**src/rtl/bus_xfer_seq_if.sv**
```systemverilog
// bus_xfer_seq_if: requester/bus-snoop side and select/strobe side of the bus transfer sequencer
interface bus_xfer_seq_if #(parameter int WIDTH = 32);
  logic             start;
  logic [1:0]       op;
  logic [WIDTH-1:0] BusMuxOut;
  logic             RZout;
  logic             RAout;
  logic             RBout;
  logic             RAin;
  logic             RBin;
  logic             Yin;
  logic             Zin;
  logic             busy;
  logic             done;
  logic [WIDTH-1:0] xfer_data;
  modport master (
    output start, op, BusMuxOut,
    input  RZout, RAout, RBout, RAin, RBin, Yin, Zin, busy, done, xfer_data
  );
  modport slave (
    input  start, op, BusMuxOut,
    output RZout, RAout, RBout, RAin, RBin, Yin, Zin, busy, done, xfer_data
  );
endinterface

```
**src/rtl/bus_xfer_seq.sv**
```systemverilog
// bus_xfer_seq: drives one-hot bus selects and load strobes for one transfer/ALU micro-sequence per start
module bus_xfer_seq #(
  parameter int WIDTH = 32
) (
  input  logic           clock,
  input  logic           clear_n,
  bus_xfer_seq_if.slave  b
);
  typedef enum logic [2:0] {IDLE, T1, T2, T3, DONE} state_t;
  localparam logic [1:0] MOVE_AB = 2'b00;
  localparam logic [1:0] MOVE_BA = 2'b01;
  localparam logic [1:0] ALU     = 2'b10;
  localparam logic [1:0] LOAD_ZB = 2'b11;
  state_t           state;
  state_t           nxt;
  logic [1:0]       op_q;
  logic [1:0]       op_n;
  logic             t1;
  logic             cap;
  logic [WIDTH-1:0] xfer_q;
  // outputs are registered from the next state, so T1 decode must use the op being latched this edge
  always_comb begin
    op_n = (state == IDLE && b.start) ? b.op : op_q;
    nxt  = state == IDLE ? (b.start ? T1 : IDLE) :
           state == T1   ? (op_q == ALU ? T2 : DONE) :
           state == T2   ? T3 :
           state == T3   ? DONE : IDLE;
    t1   = nxt == T1;
    cap  = (state == T1 && op_q != ALU) || state == T3;
  end
  always_ff @(posedge clock or negedge clear_n) begin
    if (!clear_n) begin
      state   <= IDLE;
      op_q    <= MOVE_AB;
      xfer_q  <= '0;
      b.RZout <= 1'b0;
      b.RAout <= 1'b0;
      b.RBout <= 1'b0;
      b.RAin  <= 1'b0;
      b.RBin  <= 1'b0;
      b.Yin   <= 1'b0;
      b.Zin   <= 1'b0;
      b.busy  <= 1'b0;
      b.done  <= 1'b0;
    end else begin
      state   <= nxt;
      op_q    <= op_n;
      xfer_q  <= cap ? b.BusMuxOut : xfer_q;
      b.RZout <= (t1 && op_n == LOAD_ZB) || nxt == T3;
      b.RAout <= t1 && (op_n == MOVE_AB || op_n == ALU);
      b.RBout <= (t1 && op_n == MOVE_BA) || nxt == T2;
      b.RAin  <= (t1 && op_n == MOVE_BA) || nxt == T3;
      b.RBin  <= t1 && (op_n == MOVE_AB || op_n == LOAD_ZB);
      b.Yin   <= t1 && op_n == ALU;
      b.Zin   <= nxt == T2;
      b.busy  <= nxt != IDLE;
      b.done  <= nxt == DONE;
    end
  end
  assign b.xfer_data = xfer_q;
  // the bus multiplexer must never see two drivers
  a_onehot: assert property (@(posedge clock) disable iff (!clear_n) $onehot0({b.RZout, b.RAout, b.RBout}));
endmodule

```
**src/flat_wrapper.sv**
```systemverilog
// flat-port wrapper written by rule: the top's interface ports become plain ports
module bus_xfer_seq_flat 
#(
  parameter int WIDTH = 32
)
  (clock, clear_n, b_start, b_op, b_BusMuxOut, b_RZout, b_RAout, b_RBout, b_RAin, b_RBin, b_Yin, b_Zin, b_busy, b_done, b_xfer_data);
  bus_xfer_seq_if #(.WIDTH(WIDTH)) b_i ();
  input  logic clock;
  input  logic clear_n;
  input wire logic [$bits(b_i.start)-1:0] b_start;
  input wire logic [$bits(b_i.op)-1:0] b_op;
  input wire logic [$bits(b_i.BusMuxOut)-1:0] b_BusMuxOut;
  output wire logic [$bits(b_i.RZout)-1:0] b_RZout;
  output wire logic [$bits(b_i.RAout)-1:0] b_RAout;
  output wire logic [$bits(b_i.RBout)-1:0] b_RBout;
  output wire logic [$bits(b_i.RAin)-1:0] b_RAin;
  output wire logic [$bits(b_i.RBin)-1:0] b_RBin;
  output wire logic [$bits(b_i.Yin)-1:0] b_Yin;
  output wire logic [$bits(b_i.Zin)-1:0] b_Zin;
  output wire logic [$bits(b_i.busy)-1:0] b_busy;
  output wire logic [$bits(b_i.done)-1:0] b_done;
  output wire logic [$bits(b_i.xfer_data)-1:0] b_xfer_data;
  assign b_i.start = b_start;
  assign b_i.op = b_op;
  assign b_i.BusMuxOut = b_BusMuxOut;
  assign b_RZout = b_i.RZout;
  assign b_RAout = b_i.RAout;
  assign b_RBout = b_i.RBout;
  assign b_RAin = b_i.RAin;
  assign b_RBin = b_i.RBin;
  assign b_Yin = b_i.Yin;
  assign b_Zin = b_i.Zin;
  assign b_busy = b_i.busy;
  assign b_done = b_i.done;
  assign b_xfer_data = b_i.xfer_data;
  bus_xfer_seq #(.WIDTH(WIDTH)) u_core (.clock(clock), .clear_n(clear_n), .b(b_i));
endmodule
```
**config.mk**
```make
export PLATFORM = sky130hd
export DESIGN_NAME = bus_xfer_seq_flat
export DESIGN_NICKNAME = d
export VERILOG_FILES = /design/src/rtl/bus_xfer_seq_if.sv /design/src/rtl/bus_xfer_seq.sv /design/src/flat_wrapper.sv
export SDC_FILE = /design/constraint.sdc
export NUM_CORES = 1
export LEC_CHECK = 0
export BUFFER_PORTS_ARGS = -buffer_cell sky130_fd_sc_hd__buf_4
export CORE_ASPECT_RATIO = 0.6
export CORE_UTILIZATION = 42
export CTS_CLUSTER_DIAMETER = 80
export CTS_CLUSTER_SIZE = 14
export DETAILED_ROUTE_END_ITERATION = 10
export PLACE_DENSITY = 0.84
export RECOVER_POWER = 50
export SLEW_MARGIN = 20
export SYNTH_ARGS = -nofsm -noshare
export SYNTH_HDL_FRONTEND = slang
export SYNTH_SLANG_ARGS = --single-unit
```
**constraint.sdc**
```tcl
create_clock -name clock -period 1.8 [get_ports clock]
set_input_delay 0.27 -clock clock [delete_from_list [all_inputs] [get_ports clock]]
set_output_delay 0.27 -clock clock [all_outputs]
set_load 0.01 [all_outputs]
```
# Word level (Yosys, flattened, before mapping)
# Index checks and enable logic that the tools add are counted.
[word_totals]
regBits = 46
inputBits = 37
out_inout_bits = 41
word_cells = 47
[classes]
n_eq_ne = 12
mux = 7
reduce_logical = 16
[ops]
columns = ["operator", "count"]
rows = [
  ["$mux 3", 5],
  ["$eq 3x2->1 const B", 4],
  ["$logic_and 1x1->1", 7],
  ["$eq 2x2->1 const B", 3],
  ["$eq 3x1->1 const B", 2],
  ["$logic_or 1x1->1", 6],
  ["$eq 3x3->1 const B", 1],
  ["$logic_not 3->1", 1],
  ["$reduce_bool 3->1", 1],
  ["$eq 2x1->1 const B", 1],
  ["$logic_not 2->1", 1],
  ["$mux 2", 1],
  ["$ne 2x2->1 const B", 1],
  ["$mux 1", 1],
]

# Depth between registers and ports, before layout
# Gate-level depths: netlist (run 1).
[depth]
depth_word = 8
depth_mapped = 5
ltp_nobuf = 5

# Worst setup path before layout (run 1)
# Ideal clock, no wire load.
[synth_timing]
path_type = "reg2reg"
start = "register u_core.state[1]"
end = "register u_core.b.RZout"
setup_time_ns = 0.119
t_arrival_ns = 1.464
required_time_ns = 1.681
path_slack_ns = 0.217
stages_incl_launch_ff = 6
path_buffers = 0
synth_period_minus_slack_ns = 1.583
path_cell_list = "dfrtp_1 or4b_4 nand2_1 nand2_1 ha_1 o21a_1"
[synth_between]
word_cells_on_any_way = 15
classes_between = "eq/ne (6); mux (5); reduce/logical (4)"
[synth_rtl]
columns = ["item", "line_no", "rtl"]
rows = [
  ["from (decl)", "bus_xfer_seq.sv:14", "state_t state;"],
  ["from (signal assigned)", "bus_xfer_seq.sv:46", "state <= nxt;"],
  ["$logic_not 3->1", "bus_xfer_seq.sv:23", "op_n = (state == IDLE && b.start) ? b.op : op_q;"],
  ["$logic_and 1x1->1", "bus_xfer_seq.sv:23", ""],
  ["$mux 2", "bus_xfer_seq.sv:23", ""],
  ["via u_core.op_n[0]", "bus_xfer_seq.sv:17", "logic [1:0] op_n;"],
  ["$eq 2x2->1", "bus_xfer_seq.sv:49", "b.RZout <= (t1 && op_n == LOAD_ZB) || nxt == T3;"],
  ["$logic_and 1x1->1", "bus_xfer_seq.sv:49", ""],
  ["$logic_or 1x1->1", "bus_xfer_seq.sv:49", ""],
  ["to (signal assigned)", "bus_xfer_seq.sv:36", "b.RZout <= 1'b0;"],
  ["to (signal assigned)", "bus_xfer_seq.sv:49", ""],
  ["to (decl)", "bus_xfer_seq_if.sv:22", "output RZout, RAout, RBout, RAin, RBin, Yin, Zin, busy, done, xfer_data"],
]
# The timed path passes the listed nets, and every way through them passes these cells.
# A chain may end at the register's enable or synchronous reset.

# Final worst setup path (run 1)
[layout_timing]
start = "register u_core.state[0]"
end = "register u_core.b.RZout"
# Same word-level chain as after synthesis.

==> results_dict.tcl, run 1 <==
set metrics [dict create \
    crit_start "u_core.state[0]" \
    holdCritStartpoint "b_op[0]" \
    wl_per_cell_um 14.1 \
    antenna_found_initial 0 \
    fin_ws_ns 0.0941 \
    ios 78 \
    slowest_stage "or4b_4" \
    status "complete, no violations" \
    grt_max_degree 47 \
    reg2reg_from "u_core.state[0]" \
    cts_tree "yes" \
    criticalPathCategory "flip-flop to flip-flop" \
    grt_pass1_wl_um 5390 \
    tns_ns 0 \
    clockRootBuffer "clkbuf_8" \
    skew_ns 0.00460 \
    fp.coreArea_um2 3830 \
    grtUsageTotal_pct 16.8 \
    crit_family "simple AND/OR/NAND/NOR gates" \
    via_count 1173 \
    finalPower_mw 4.25 \
    cts_htree_levels 2 \
    ctsHoldBuffers 1 \
    hold_slack_ns 0.154 \
    yosys.area.top_type "dfrtp_1" \
    worstReg2RegEnd "u_core.b.RZout" \
    dieHeight_um 52.0 \
    start_util_pct 45.7 \
    path_cells "or4b_4 > nand2_1 > nand2_1 > ha_1 > o21a_1" \
    die_w_um 85.3 \
    max_stage_delay_ns 0.58 \
    end_kind "flip-flop" \
    synth_top_area_share_pct 65.8 \
    drc 0 \
    portBuffers 77 \
    std_cell_rows 17 \
    critPathBufInv 0 \
    setup_viol 0 \
    cap_violations 0 \
    vdd_ir_drop_max_mv 1.01 \
    die_area_um2 4440 \
    min_to "u_core.b.RAout" \
    fin_crit_ns 1.71 \
    crit_path_frequent_cell "nand2_1" \
    postCtsResizedCells 0 \
    nets 233 \
    cts_buffers 5 \
    ys_warn_count 0 \
    fin_crit_sh_pct 94.8 \
    p_per_area_nw_per_um2 1780 \
    rsz0062_at_grt "false" \
    whs_path_depth 2 \
    avgSynthCellArea_um2 16.1 \
    worstPathMaxFanout 8 \
    hold_viol_final 0 \
    slew_headroom_pct 27.4 \
    ff2ff_setup_slack_ns 0.09 \
    drive_above_1_share_pct 53.8 \
    grt.overflow.total 0 \
    synthFlopType "dfrtp_1" \
    path_clk_slew_ns 0.08 \
    multi_input_area_um2 561 \
    finalMaxSlewViolations 0 \
    drt-total-wl_um 3420 \
    clock-sinks 46 \
    syn_inst 109 \
    detail-route-antenna-nets 0 \
    min_path_type "input port to flip-flop" \
    netlist_top_cells_area "dfrtp_1, mux2_2, buf_6, nand2_1, nor3b_2" \
    cp.arrival_ns 1.88 \
    ys_seq_area_share_pct 65.8 \
    synth_edf_count 0 \
    ff_latch_area_um2 1150 \
    async_flop_share_pct 100 \
    clkLatencyLatePin_ns 0.29 \
    cp.required_ns 1.98 \
    synth.ff_latch_count 46 \
    p_leak_nw 1.14 \
    drt-initial-drc-count 26 \
    grt_pass1_vias 1197 \
    ys_types 21 \
    dp_slack_ns 0.0937 \
    vias_per_cell 4.85 \
    hpwl_um 2490 \
    synth_area_um2 1750 \
    cts_setup_buffers 0 \
    synth_common_cells "dfrtp_1, mux2_2, nand2_1" \
    r2r_cells 5 \
    tightest_slew_ns 1.09 \
    fillers 298 \
    syn_nets 147 \
    cts_buffer_depth 2 \
    yosysMostFrequentCell "dfrtp_1" \
    cp-start-kind "flip-flop" \
    largest_register_ffs 32 \
    place_congestion 0.693 \
    antennaDiodeCount 0 \
    firstDrtPassIters 4 \
    area_growth_syn_to_layout_pct 36.8 \
    max_freq_ghz 0.586 \
]
[per-layer routing]
metal  vias to the layer above  track usage, %  share of wire [%]
li1                        551               -                  -
met1                       546            20.2                 44
met2                        68            26.7                 45
met3                         8            6.03                9.9
met4                         0            9.44                1.9
met5                         -               0                  0
[power breakdown]
group	switching [mW]	internal, mW
sequential	0.268	1.53
combinational	0.819	1.07
clock	0.305	0.267
total	1.39	2.86
[through the flow]
stage | cells | utilization, % | cell area (um2)
floorplan | 109 | - | 1750
global placement | 234 | 62.3 | 2380
detailed placement | 234 | 62.3 | 2380
CTS | 242 | 64.5 | 2470
global route | 242 | 62.5 | 2390
finish | 242 | 62.5 | 2390
[cells in the final DEF (no fill, tap or decap)]
master / n
a21oi_1: 1
clkbuf_2: 1
dfrtp_1: 46
nor2_1: 3
nand2_1: 7
clkbuf_8: 5
nor3b_1: 3
or2b_1: 1
ha_1: 1
clkbuf_1: 20
o21a_1: 1
o31a_1: 1
or4b_4: 1
or2_2: 1
dlygate4sd3_1: 1
or4bb_1: 1
nor3_1: 1
nor4b_1: 1
or3_2: 1
mux2_2: 32
and3b_1: 1
and2_1: 1
nor3b_4: 1
buf_4: 62
nor3b_2: 1
[logic make-up after synthesis]
family / share of synthesized area (%)
muxes: 20.6
adders and majority gates: 0.715
buffers and inverters: 1.93
AOI/OAI and AO/OA: 1.22
and+or+nand+nor: 9.79
DFF: 65.8
[worst max path at each step]
stage | endpoint | cells past startpoint
after CTS | u_core.b.RZout | 5
after global placement | u_core.b.RZout | 5
final | u_core.b.RZout | 5
after detailed placement | u_core.b.RZout | 5
after global routing | u_core.b.RBin | 5
after floorplan | u_core.b.RZout | 5
[final cells by class]
type | instances | area share [%]
Clock buffer | 7 | 3.19
Multi-Input combinational cell | 60 | 23.4
Sequential cell | 46 | 48.1
Tap cell | 47 | 2.46
Timing Repair Buffer | 82 | 22.9
[worst reg2reg max path, cell delays in order, from the launching register on]
cell and delay [ns]:
dfrtp_1 0.45, or4b_4 0.58, nand2_1 0.10, nand2_1 0.08, ha_1 0.21, o21a_1 0.18
No activity file was read; power rests on OpenSTA's default activity.
==> run 2: changes to the inputs <==
ABC_AREA = 1   (was default)
==> run 2 against run 1 <==
Compared with the run above:
- synthesized cell count increased by 75%
- synthesized area is 3.8% higher
- global-route usage is 0.20 points lower
- power is essentially flat
- fmax up 12%
==> results_dict.tcl, run 2 <==
set metrics [dict create \
    min_to "u_core.b.xfer_data[2]" \
    vias_per_cell 4.48 \
    p_leak_nw 1.38 \
    status "complete, no violations" \
    whs_path_depth 3 \
    dpl.cell_count 323 \
    antennaDiodeCount 0 \
    synth_common_cells "nand2_1, dfrtp_1, nand2_2" \
    start_util_pct 44.1 \
    hpwl_um 2720 \
    ff_latch_area_um2 1150 \
    synth_edf_count 0 \
    cp.arrival_ns 1.74 \
    portBuffers 77 \
    fp.coreArea_um2 4120 \
    async_flop_share_pct 100 \
    synth.ff_latch_count 46 \
    avgSynthCellArea_um2 9.51 \
    synth_top_area_share_pct 63.4 \
    area_growth_syn_to_layout_pct 34.7 \
    tightest_slew_ns 1.08 \
    synth-simple-area-share_pct 28.5 \
    cp.required_ns 2.01 \
    syn_inst 191 \
    die_w_um 86.9 \
    holdCritStartpoint "b_BusMuxOut[2]" \
    multi_input_area_um2 554 \
    p_per_area_nw_per_um2 1740 \
    via_count 1486 \
    std_cell_rows 18 \
    cts_buffer_depth 2 \
    finalMaxSlewViolations 0 \
    cts_setup_buffers 0 \
    reg2reg_from "u_core.state[2]" \
    p_int_mw 2.59 \
    rsz0062_at_grt "false" \
    fin_area_um2 2450 \
    max_freq_ghz 0.654 \
    drive_above_1_share_pct 30.9 \
    clock-sinks 46 \
    dpl_cell_area_um2 2410 \
    fin_cells 332 \
    slew_headroom_pct 27.9 \
    synth_compound_area_share_pct 1.31 \
    power.switching_mw 1.66 \
    grt_pass1_wl_um 5690 \
    drc 0 \
    antenna_found_initial 0 \
    cp-start-kind "flip-flop" \
    fin_util_pct 59.4 \
    synth_mux_area_share_pct 0 \
    path_clk_slew_ns 0.08 \
    synth_area_um2 1820 \
    synthFlopType "dfrtp_1" \
    pwr-share-clk_pct 14.3 \
    yosys.area_share.adder_pct 0.689 \
    ys_seq_area_share_pct 63.4 \
    grtUsageTotal_pct 16.6 \
    r2r_cells 7 \
    die_area_um2 4600 \
    dieHeight_um 52.9 \
    min_path_type "input port to flip-flop" \
    yosysMostFrequentCell "nand2_1" \
    clkLatencyLatePin_ns 0.28 \
    final_common_cell "nand2_1" \
    yosys.area.top_type "dfrtp_1" \
    grt_pass1_vias 1296 \
    synth_top_family_by_area "simple AND/OR/NAND/NOR gates" \
    syn_nets 229 \
    fin_crit_ns 1.53 \
    drt-initial-drc-count 46 \
    cts_htree_levels 2 \
    hold_viol_final 0 \
    firstDrtPassIters 4 \
    synth_xor_xnor_area_share_pct 0 \
    seqPwrFrac_pct 41.6 \
    wl_per_cell_um 11.0 \
    grt_max_degree 47 \
    clockRootBuffer "clkbuf_8" \
    netlist_top_cells_area "dfrtp_1, nand2_1, nand2_2, inv_1, buf_4" \
    place_congestion 0.903 \
    fillers 380 \
    fin_crit_sh_pct 85.0 \
    cap_violations 0 \
    cts_buffers 5 \
    worstReg2RegEnd "u_core.b.RBin" \
    largest_register_ffs 32 \
    cts_tree "yes" \
    comb_power_share_pct 44.2 \
    ys_types 21 \
    worstPathMaxFanout 5 \
    final_cell_mix "nand2_1, buf_4, dfrtp_1" \
    drt-total-wl_um 3670 \
    tns_ns 0 \
    p_sw_share_pct 39.1 \
    ys_warn_count 0 \
    vdd_ir_drop_max_mv 0.834 \
    criticalPathCategory "flip-flop to flip-flop" \
    grt.overflow.total 0 \
    ios 78 \
    end_kind "flip-flop" \
    nets 309 \
    setup_viol 0 \
    detail-route-antenna-nets 0 \
    ff2ff_setup_slack_ns 0.27 \
    skew_ns 0.00424 \
]
run 2: how the worst max path moves through the flow:
stage                     slack [ns]  cells past startpoint       startpoint       endpoint
after floorplan                 0.41                      7  u_core.state[1]  u_core.b.RBin
after global placement          0.36                      7  u_core.state[1]  u_core.b.RBin
after detailed placement        0.31                      7  u_core.state[2]  u_core.b.RBin
after CTS                       0.28                      7  u_core.state[2]  u_core.b.RBin
after global routing            0.07                      7  u_core.state[2]  u_core.b.RBin
final                           0.27                      7  u_core.state[2]  u_core.b.RBin
run 2: through the flow:
step	power (mW)	setup WS, ns	hold WS, ns
floorplan	2.98	0.414	-0.0256
detailed placement	3.82	0.309	0.299
global placement	3.74	0.359	0.298
finish	4.26	0.271	0.173
CTS	4.44	0.278	0.163
global route	4.65	0.0734	0.161
run 2: repair_timing:
action	CTS	global route
endpoints found under the setup margin	0	0
hold buffers	1	0
gates resized for setup	0	0
endpoints found under the hold margin	46	0
run 2: critical path, stage by stage, from the launching register on:
cell and delay, ns:
dfrtp_1 0.45, nor2_4 0.14, nand2_1 0.06, nor2_1 0.16
nand2_1 0.12, o21a_1 0.13, ha_1 0.29, nor2_1 0.10
run 2: layout make-up:
cell class | count | area share, %
clock buffers | 7 | 3.53
clock inverters | 1 | 0.204
inverters | 11 | 1.89
flip-flops and latches | 46 | 47.0
multi-input cells | 128 | 22.6
well taps | 60 | 3.07
repair buffers | 79 | 21.6
run 2: kinds of logic (layout without fill, tap and decap cells):
kind of cell | Yosys count | after routing
AO/OA/AOI/OAI | 4 | 4
AND/OR/NAND/NOR | 123 | 123
flip-flops | 46 | 46
adder cells (fa/ha/maj) | 1 | 1
buffers and inverters | 17 | 98
run 2: layer usage:
| layer | up-vias | wire, um | GRT usage, % |
|---|---|---|---|
| met3 | 3 | 345 | 5.93 |
| li1 | 733 | - | - |
| met5 | - | 0 | 0 |
| met4 | 0 | 21 | 4.17 |
| met2 | 65 | 1600 | 27.8 |
| met1 | 685 | 1700 | 20.6 |
run 2: power by group through the flow:
stage	sequential [mW]	clock [mW]	combinational, mW
finish	1.77	0.608	1.88
global route	1.82	0.694	2.14
CTS	1.77	0.635	2.03
detailed placement	1.79	0	2.03
global placement	1.77	0	1.97
floorplan	1.96	0	1.02
